## src/rtl/sdpsram_pkg.sv

```systemverilog
// Shared types and legal-value constants for the simple dual-port SRAM.
// The clear-engine state encoding lives here so the top and sub-module agree on it.
package sdpsram_pkg;

    typedef enum logic {
        CLR = 1'b0,
        RUN = 1'b1
    } clr_state_e;

    localparam int RD_LAT_MIN  = 1;
    localparam int RD_LAT_MAX  = 2;

    localparam int WR_THRU_OLD = 0;
    localparam int WR_THRU_NEW = 1;

endpackage : sdpsram_pkg

```

## src/rtl/sdpsram_clr.sv

```systemverilog
// Power-up clear engine: walks every address once writing zero, then parks in RUN.
// Busy is high for exactly 2**BW_ADDR cycles after reset release.
module sdpsram_clr
    import sdpsram_pkg::*;
#(
    parameter int BW_ADDR = 5
) (
    input  logic               i_clk,
    input  logic               i_rstn,
    output logic               o_busy,
    output logic               o_clr_we,
    output logic [BW_ADDR-1:0] o_clr_addr
);

    localparam logic [BW_ADDR-1:0] LAST_ADDR = '1;

    clr_state_e         state_q;
    clr_state_e         state_d;
    logic [BW_ADDR-1:0] cnt_q;
    logic [BW_ADDR-1:0] cnt_d;

    always_ff @(posedge i_clk or negedge i_rstn) begin
        if (!i_rstn) begin
            state_q <= CLR;
            cnt_q   <= '0;
        end else begin
            state_q <= state_d;
            cnt_q   <= cnt_d;
        end
    end

    // The edge that clears the last address is also the edge that enters RUN.
    always_comb begin
        state_d = state_q;
        cnt_d   = cnt_q;
        case (state_q)
            CLR: begin
                cnt_d = cnt_q + 1'b1;
                if (cnt_q == LAST_ADDR) begin
                    state_d = RUN;
                end
            end
            RUN: begin
                state_d = RUN;
            end
            default: begin
                state_d = CLR;
                cnt_d   = '0;
            end
        endcase
    end

    always_comb begin
        o_busy     = (state_q == CLR);
        o_clr_we   = (state_q == CLR);
        o_clr_addr = cnt_q;
    end

endmodule : sdpsram_clr

```

## src/rtl/sdpsram.sv

```systemverilog
// Simple dual-port SRAM with byte enables, selectable read latency and collision policy.
// The array is never reset; it is zeroed by the clear engine after every reset.
module sdpsram
    import sdpsram_pkg::*;
#(
    parameter int BW_DATA = 32,
    parameter int BW_ADDR = 5,
    parameter int RD_LAT  = 1,
    parameter int WR_THRU = 1
) (
    input  logic                 i_clk,
    input  logic                 i_rstn,
    input  logic                 i_wcen,
    input  logic [BW_ADDR-1:0]   i_waddr,
    input  logic [BW_DATA-1:0]   i_wdata,
    input  logic [BW_DATA/8-1:0] i_wbe,
    input  logic                 i_rcen,
    input  logic [BW_ADDR-1:0]   i_raddr,
    input  logic                 i_roen,
    output logic [BW_DATA-1:0]   o_rdata,
    output logic                 o_rvalid,
    output logic                 o_init_busy
);

    localparam int DEPTH      = 2 ** BW_ADDR;
    localparam int NUM_BYTES  = BW_DATA / 8;
    localparam bit USE_LAT2   = (RD_LAT == RD_LAT_MAX);
    localparam bit WRITE_THRU = (WR_THRU == WR_THRU_NEW);

    logic [BW_DATA-1:0] mem [DEPTH];

    logic               clr_busy;
    logic               clr_we;
    logic [BW_ADDR-1:0] clr_addr;

    logic               run;
    logic [BW_DATA-1:0] byte_mask;
    logic               wr_en;
    logic               rd_fire;
    logic               collide;
    logic [BW_DATA-1:0] old_word;
    logic [BW_DATA-1:0] wr_word;
    logic [BW_DATA-1:0] rd_word;

    logic               p1_valid_q;
    logic               p1_valid_d;
    logic [BW_DATA-1:0] p1_data_q;
    logic [BW_DATA-1:0] p1_data_d;
    logic               rvalid_q;
    logic               rvalid_d;
    logic [BW_DATA-1:0] rdata_q;
    logic [BW_DATA-1:0] rdata_d;
    logic               done_valid;
    logic [BW_DATA-1:0] done_data;

    sdpsram_clr #(
        .BW_ADDR (BW_ADDR)
    ) u_clr (
        .i_clk      (i_clk),
        .i_rstn     (i_rstn),
        .o_busy     (clr_busy),
        .o_clr_we   (clr_we),
        .o_clr_addr (clr_addr)
    );

    // The merged write word doubles as the write-through collision result.
    always_comb begin
        byte_mask = '0;
        for (int k = 0; k < NUM_BYTES; k++) begin
            byte_mask[8*k +: 8] = {8{i_wbe[k]}};
        end
        run      = !clr_busy;
        wr_en    = run && i_wcen && (|i_wbe);
        rd_fire  = run && i_rcen;
        old_word = mem[i_waddr];
        wr_word  = (old_word & ~byte_mask) | (i_wdata & byte_mask);
        collide  = wr_en && (i_waddr == i_raddr);
        rd_word  = (WRITE_THRU && collide) ? wr_word : mem[i_raddr];
    end

    always_ff @(posedge i_clk) begin
        if (clr_we) begin
            mem[clr_addr] <= '0;
        end else if (wr_en) begin
            mem[i_waddr] <= wr_word;
        end
    end

    // Stage 1 is only on the completion path when two-cycle latency is selected.
    always_comb begin
        p1_valid_d = rd_fire;
        p1_data_d  = rd_fire ? rd_word : p1_data_q;
        done_valid = USE_LAT2 ? p1_valid_q : rd_fire;
        done_data  = USE_LAT2 ? p1_data_q : rd_word;
        rvalid_d   = done_valid;
        rdata_d    = done_valid ? done_data : rdata_q;
    end

    always_ff @(posedge i_clk or negedge i_rstn) begin
        if (!i_rstn) begin
            p1_valid_q <= 1'b0;
            p1_data_q  <= '0;
            rvalid_q   <= 1'b0;
            rdata_q    <= '0;
        end else begin
            p1_valid_q <= p1_valid_d;
            p1_data_q  <= p1_data_d;
            rvalid_q   <= rvalid_d;
            rdata_q    <= rdata_d;
        end
    end

    always_comb begin
        o_rdata     = i_roen ? rdata_q : '0;
        o_rvalid    = rvalid_q;
        o_init_busy = clr_busy;
    end

endmodule : sdpsram

```

## config.mk

```make
export PLATFORM = sky130hd
export DESIGN_NAME = sdpsram
export DESIGN_NICKNAME = d
export VERILOG_FILES = /design/src/rtl/sdpsram_pkg.sv /design/src/rtl/sdpsram_clr.sv /design/src/rtl/sdpsram.sv
export SDC_FILE = /design/constraint.sdc
export NUM_CORES = 1
export LEC_CHECK = 0
export ABC_CLOCK_PERIOD_IN_PS = 3600
export CORE_MARGIN = 2
export CORE_UTILIZATION = 55
export CTS_CLUSTER_SIZE = 12
export DETAILED_ROUTE_END_ITERATION = 8
export PLACE_DENSITY = 0.74
export SKIP_LAST_GASP = 1
export SYNTH_ARGS = -nofsm -noshare
export SYNTH_HDL_FRONTEND = slang
export SYNTH_HIERARCHICAL = 1
export SYNTH_SLANG_ARGS = --single-unit
```

## constraint.sdc

```tcl
create_clock -name i_clk -period 3.6 [get_ports i_clk]
set_input_delay 0.72 -clock i_clk [delete_from_list [all_inputs] [get_ports i_clk]]
set_output_delay 0.72 -clock i_clk [all_outputs]
set_load 0.01 [all_outputs]
```

==> results of run 1 <==
## flip-flops by register name (all words and copies together) (netlist names)
| signal | cells |
|---|---|
| o_rvalid | 1 |
| u_clr/state_q | 1 |
| mem | 1024 |
| rdata_q | 32 |
| u_clr/o_clr_addr | 5 |
## kinds of logic after synthesis
family,after synthesis
DFF,1063
muxes,912
AOI/OAI and AO/OA,514
adders and majority gates,2
and+or+nand+nor,336
xor gates and xnor gates,8
buffers and inverters,260
## final cells by class
type,count,area share [%]
clock inverter,33,0.534
timing repair buffer,355,6.98
sequential,1063,54.2
clock buffer,149,5.12
tap,1186,2.53
multi-input combinational,1772,30.6
inverter,5,0.0320
antenna,2,0.00855
## cells in the mapped netlist, drive strengths merged, types with 16 or more instances
cell    instances  area share, %
nand2          63           0.47
and2           36           0.44
or4            17           0.26
a21oi          42           0.41
o21ai          16           0.16
buf           158            2.0
dfrtp          39            1.9
o22ai          80           0.99
clkbuf         96           0.73
a22o           84            1.5
a31oi          26           0.32
edfxtp       1024             61
a22oi         148            2.2
mux4          212            9.5
mux2           81            1.8
nand3          59           0.58
nor2           97           0.72
o31a           16           0.28
a221oi         84            1.5
mux2i         619             12
## metal layers
metal / vias to the layer above / global-route usage [%]
li1: 13200 / -
met4: 0 / 14.1
met5: - / 0
met3: 408 / 8.90
met2: 2373 / 51.0
met1: 16400 / 44.3
## worst min path at each step
stage               slack [ns]        start  cells past startpoint     endpoint
floorplan                 0.42       i_rstn                      0     o_rvalid
global placement          0.52  rdata_q[15]                      2  rdata_q[15]
detailed placement        0.51  rdata_q[13]                      2  rdata_q[13]
CTS                       0.14       i_rstn                      1  rdata_q[25]
global route              0.18       i_rstn                      1  rdata_q[25]
finish                    0.17       i_rstn                      1  rdata_q[25]
## metrics by stage
step	power [W]	setup slack [ns]	hold WS [ns]	utilization [%]
global route	0.0282	0.557	0.185	64.0
global placement	0.0170	-0.0520	0.515	60.4
floorplan	0.0158	-0.496	0.424	-
finish	0.0276	0.566	0.172	64.0
detailed placement	0.0170	-0.0599	0.509	60.4
CTS	0.0276	0.655	0.145	64.0
## power by group through the flow
stage | clock network, W | registers, W | logic [W]
CTS | 0.0108 | 0.0139 | 0.00287
detailed placement | 0 | 0.0142 | 0.00285
finish | 0.0108 | 0.0139 | 0.00294
global route | 0.0113 | 0.0139 | 0.00305
floorplan | 0 | 0.0141 | 0.00168
global placement | 0 | 0.0142 | 0.00280
## critical path: stages
cell and delay, ns:
clkdlybuf4s50_1 0.45, buf_12 0.17, or4_4 0.43, nand3b_4 0.13, or2_2 0.24, mux2i_1 0.42, nand3_1 0.17, buf_4 0.21
nor2_4 0.16, buf_12 0.24
==> impl_metrics.env, run 1 <==
export IMPL_skew_ns=0.0289
export IMPL_rsz0062_at_grt="false"
export IMPL_cts_reportedPaths_clkPinSlew_ns=0.06
export IMPL_internal_power_w=0.0211
export IMPL_via_count=32400
export IMPL_muxShareOfSynthArea_pct=23.6
export IMPL_drt_antenna_violating_nets=0
export IMPL_period_share_pct=84.3
export IMPL_drt_iter0_drc=4569
export IMPL_power_static_leakage_nw=20.7
export IMPL_power_density_nw_per_um2=472
export IMPL_avgSynthCellArea_sq_um=16.4
export IMPL_grt_pass1_wl_microns=226000
export IMPL_grt_max_degree=101
export IMPL_final_common_cell="edfxtp_1"
export IMPL_clk_path_buf_depth=3
export IMPL_final_cell_mix="1024 x edfxtp_1, 619 x mux2i_1, 198 x mux4_2, 176 x buf_4, 148 x a22oi_1"
export IMPL_cap_violations=0
export IMPL_num_io_pins=85
export IMPL_synth_edf_count=1024
export IMPL_post_cts_setup_buffers=0
export IMPL_insertion_delay_ns=0.70
export IMPL_post_drt_wl_per_cell_microns=34.1
export IMPL_post_cts_resized=0
export IMPL_syn_area_sq_um=50700
export IMPL_pwr_share_seq_pct=50.4
export IMPL_cp_end_kind="flip-flop"
export IMPL_r2r_start="u_clr/state_q"
export IMPL_period_needed_ns=3.03
export IMPL_row_count=111
export IMPL_ys_seq_area_share_pct=62.6
export IMPL_hold_path_class="in2async"
export IMPL_reg2reg_depth=8
export IMPL_gp_congestion=0.933
export IMPL_grt_overflow_total=0
export IMPL_worstPathRequired_ns=3.96
export IMPL_die_area_sq_um=94600
export IMPL_drcViolationCount=0
export IMPL_fin_area_sq_um=58600
export IMPL_start_util_pct=55.4
export IMPL_cp_max_fo=24
export IMPL_worst_slew_pin_slew_ns=1.22
export IMPL_placed_area_sq_um=55200
export IMPL_swShare_pct=23.5
export IMPL_wl_microns=156000
export IMPL_setup_tns_final_ns=0
export IMPL_routed_wl_met3_microns=19400
export IMPL_ys_types=52
export IMPL_cp_data_arrival_time_ns=3.40
export IMPL_portBuffers=84
export IMPL_synth_async_reset_ratio_pct=3.67
export IMPL_synth_top_family_by_area="multiplexers"
export IMPL_clock_sinks=1063
export IMPL_htree_levels=3
export IMPL_avgViaCountPerCell=7.10
export IMPL_dr_pass1_iters=7
export IMPL_synth_xor_area_share_pct=0.153
export IMPL_holdBufCountCts=0
export IMPL_drive_gt1_share_pct=22.6
export IMPL_met1_length_microns=57100
export IMPL_dp_hpwl_microns=105000
export IMPL_fin_cells=4565
export IMPL_multiInputGateArea_sq_um=17900
export IMPL_register_area_sq_um=31700
export IMPL_ys_warnings_count=6
export IMPL_final_max_slew_viol_count=0
export IMPL_p_comb_share_pct=10.6
export IMPL_crit_end="mem[9][13]"
export IMPL_p_clk_share_pct=39.0
export IMPL_synth_compound_area_share_pct=7.56
export IMPL_highest_layer="met4"
export IMPL_cts_buffers=108
export IMPL_wl_met2_microns=71600
export IMPL_path_class="in2reg"
export IMPL_die_y_microns=308
export IMPL_fmax_mhz=330
export IMPL_ff2ff_setup_slack_ns=0.83
export IMPL_setup_viol=0
export IMPL_relSlewSlack_pct=18.2
export IMPL_synthCells=3095
export IMPL_die_w_microns=308
export IMPL_ctsRootBufferMaster="clkbuf_16"
export IMPL_synth_fa_ha_area_share_pct=0.0494
export IMPL_synth_simple_gate_area_share_pct=3.35
export IMPL_synth_nets=3148
export IMPL_syn2layout_area_growth_pct=15.5
export IMPL_timing_rr_end="mem[9][13]"
export IMPL_final_fill_count=6183
export IMPL_core_sq_um=91500
export IMPL_numPlacedInstances=4381
export IMPL_grt_usage_pct=33.0
export IMPL_outcome="finished, final reports clean"
export IMPL_nets=3358
export IMPL_ys_seq_elements=1063
export IMPL_grt_pass1_vias=32800
export IMPL_peakVddDrop_v=0.000484
export IMPL_crit_path_start="i_wbe[3]"
export IMPL_synth_main_ff_cell="edfxtp_1"
export IMPL_switchingPower_w=0.00650
export IMPL_worst_setup_path_start_kind="input port"
export IMPL_finalHoldViolCount=0
export IMPL_antenna_found_initial=2
export IMPL_cts_tree="yes"
Power figures use the tool's default switching activity.
==> run 2: changes to the inputs <==
--- a/config.mk
+++ b/config.mk
@@ -5,12 +5,12 @@
 export SDC_FILE = /design/constraint.sdc
 export NUM_CORES = 1
 export LEC_CHECK = 0
-export ABC_CLOCK_PERIOD_IN_PS = 3600
+export ABC_CLOCK_PERIOD_IN_PS = 3200
 export CORE_MARGIN = 2
 export CORE_UTILIZATION = 55
 export CTS_CLUSTER_SIZE = 12
 export DETAILED_ROUTE_END_ITERATION = 8
-export PLACE_DENSITY = 0.74
+export PLACE_DENSITY = 0.72
 export SKIP_LAST_GASP = 1
 export SYNTH_ARGS = -nofsm -noshare
 export SYNTH_HDL_FRONTEND = slang
==> constraint.sdc (replaced) <==
create_clock -name i_clk -period 3.2 [get_ports i_clk]
set_input_delay 0.64 -clock i_clk [delete_from_list [all_inputs] [get_ports i_clk]]
set_output_delay 0.64 -clock i_clk [all_outputs]
set_load 0.01 [all_outputs]
==> run 2 against run 1 <==
  * Critical endpoint is now mem[4][20]
  * Setup slack got worse by 0.34 ns
  * Clock power rose by 14%
  * Worst hold slack got worse by 0.024 ns
==> impl_metrics.env, run 2 (synthesis results as in run 1) <==
export IMPL_grt_pass1_vias=33100
export IMPL_drive_gt1_share_pct=23.6
export IMPL_skew_ns=0.0296
export IMPL_critPathTopFamily="buffers and inverters"
export IMPL_drcViolationCount=0
export IMPL_critPathSlowestCell="dfrtp_1"
export IMPL_worstPathCellList="inv_1, buf_4, or2_2, buf_4, mux2_2, nand3_1, buf_4, nor2_4, buf_12"
export IMPL_path_class="reg2reg"
export IMPL_ff2ff_setup_slack_ns=0.23
export IMPL_cp_max_fo=22
export IMPL_die_area_sq_um=94600
export IMPL_setup_tns_final_ns=0
export IMPL_worstPathRequired_ns=3.57
export IMPL_rsz0062_at_grt="false"
export IMPL_post_cts_resized=0
export IMPL_highest_layer="met4"
export IMPL_timing_critical_path_buf_inv=5
export IMPL_regMostFlops="mem"
export IMPL_path_common_cell="buf_4"
export IMPL_core_sq_um=91500
export IMPL_portBuffers=84
export IMPL_largest_reg_flops=1024
export IMPL_r2r_start="u_clr/state_q"
export IMPL_routed_wl_met3_microns=18300
export IMPL_die_w_microns=308
export IMPL_reg2reg_depth=9
export IMPL_cp_end_kind="flip-flop"
export IMPL_finalPower_w=0.0312
export IMPL_avgViaCountPerCell=7.05
export IMPL_syn2layout_area_growth_pct=16.8
export IMPL_drt_iter0_drc=4772
export IMPL_start_util_pct=55.4
export IMPL_worst_slew_pin_slew_ns=1.11
export IMPL_power_static_leakage_nw=21.0
export IMPL_timing_rr_end="mem[4][20]"
export IMPL_nets=3396
export IMPL_multiInputGateArea_sq_um=18000
export IMPL_fmax_mhz=337
export IMPL_period_share_pct=92.8
export IMPL_wl_met2_microns=73300
export IMPL_cp_data_arrival_time_ns=3.34
export IMPL_grt_overflow_total=0
export IMPL_clock_sinks=1063
export IMPL_final_cell_mix="1024 x edfxtp_1, 618 x mux2i_1, 198 x mux4_2, 189 x buf_4, 148 x a22oi_1"
export IMPL_via_count=32500
export IMPL_final_common_cell="edfxtp_1"
export IMPL_worst_setup_path_start_kind="flip-flop"
export IMPL_peakVddDrop_v=0.000503
export IMPL_finalHoldViolCount=0
export IMPL_grt_pass1_wl_microns=224000
export IMPL_outcome="finished, final reports clean"
export IMPL_grt_usage_pct=32.7
export IMPL_cts_buffers=110
export IMPL_num_io_pins=85
export IMPL_gp_congestion=0.912
export IMPL_dr_pass1_iters=7
export IMPL_antenna_found_initial=1
export IMPL_cap_violations=0
export IMPL_numPlacedInstances=4417
export IMPL_cts_reportedPaths_clkPinSlew_ns=0.06
export IMPL_insertion_delay_ns=0.71
export IMPL_period_needed_ns=2.97
export IMPL_setup_viol=0
export IMPL_holdBufCountCts=0
export IMPL_drt_antenna_violating_nets=0
export IMPL_cts_tree="yes"
export IMPL_htree_levels=3
export IMPL_power_density_nw_per_um2=527
export IMPL_post_cts_setup_buffers=0
export IMPL_row_count=111
export IMPL_relSlewSlack_pct=25.9
export IMPL_cpPeakStageDelay_ns=0.51
export IMPL_post_drt_wl_per_cell_microns=33.6
export IMPL_ctsRootBufferMaster="clkbuf_16"
export IMPL_die_y_microns=308
export IMPL_final_fill_count=6113
export IMPL_hold_path_class="in2async"
export IMPL_met1_length_microns=55900
export IMPL_dp_hpwl_microns=99500
export IMPL_clk_path_buf_depth=3
export IMPL_fin_cells=4610
export IMPL_final_max_slew_viol_count=0
export IMPL_grt_max_degree=65
export IMPL_crit_cells=9
export IMPL_wl_microns=155000
export IMPL_register_area_sq_um=31700
run 2: cell count changes in the layout (fill, tap and decap cells not counted), moves of 2 or more:
cell	change
buf_12	+23
buf_4	+13
clkinv_1	+6
clkinv_2	+5
clkbuf_8	-4
nand3_1	-3
nand3_2	+3
clkinv_8	+2
run 2: cell type report:
class,instances,area share (%)
repair buffers,391,7.85
clock buffers,145,4.98
inverters,5,0.0317
clock inverters,46,0.721
flip-flops and latches,1063,53.6
diodes,2,0.00845
well taps,1186,2.51
multi-input cells,1772,30.3
run 2: stage by stage:
stage	hold WS [ns]	util (%)	instance area (sq um)	setup slack (ns)
2_1_floorplan	0.344	-	50900	-0.269
3_3_place_gp	0.500	61.0	55800	-0.463
3_5_place_dp	0.514	61.0	55800	-0.428
4_1_cts	0.130	64.7	59200	0.285
5_1_grt	0.180	64.7	59200	0.138
6_report	0.148	64.7	59200	0.229
run 2: where the power goes:
group	internal (W)	switching, W
Combinational	0.00137	0.00193
Sequential	0.0155	0.0000864
Clock	0.00692	0.00534
Total	0.0238	0.00736
run 2: worst max path at each step:
stage	startpoint	to	slack, ns
2_1_floorplan	i_wbe[0]	mem[12][0]	-0.27
3_3_place_gp	i_wbe[0]	mem[2][14]	-0.46
3_5_place_dp	i_wbe[1]	mem[2][23]	-0.43
4_1_cts	i_wbe[0]	mem[2][11]	0.29
5_1_grt	u_clr/state_q	mem[23][3]	0.14
6_report	u_clr/state_q	mem[4][20]	0.23
run 2: metal layers:
layer | up-vias | track usage (%)
met5 | - | 0
met4 | 0 | 14.2
met3 | 427 | 7.60
met2 | 2375 | 52.4
met1 | 16400 | 43.1
li1 | 13300 | -
run 2: worst register-to-register path: cells and delay by family, from the launching register on:
family,cells,cell delay (ns)
flops,1,0.51
buf+inv,5,1.11
mux,1,0.27
simple gates,3,0.71
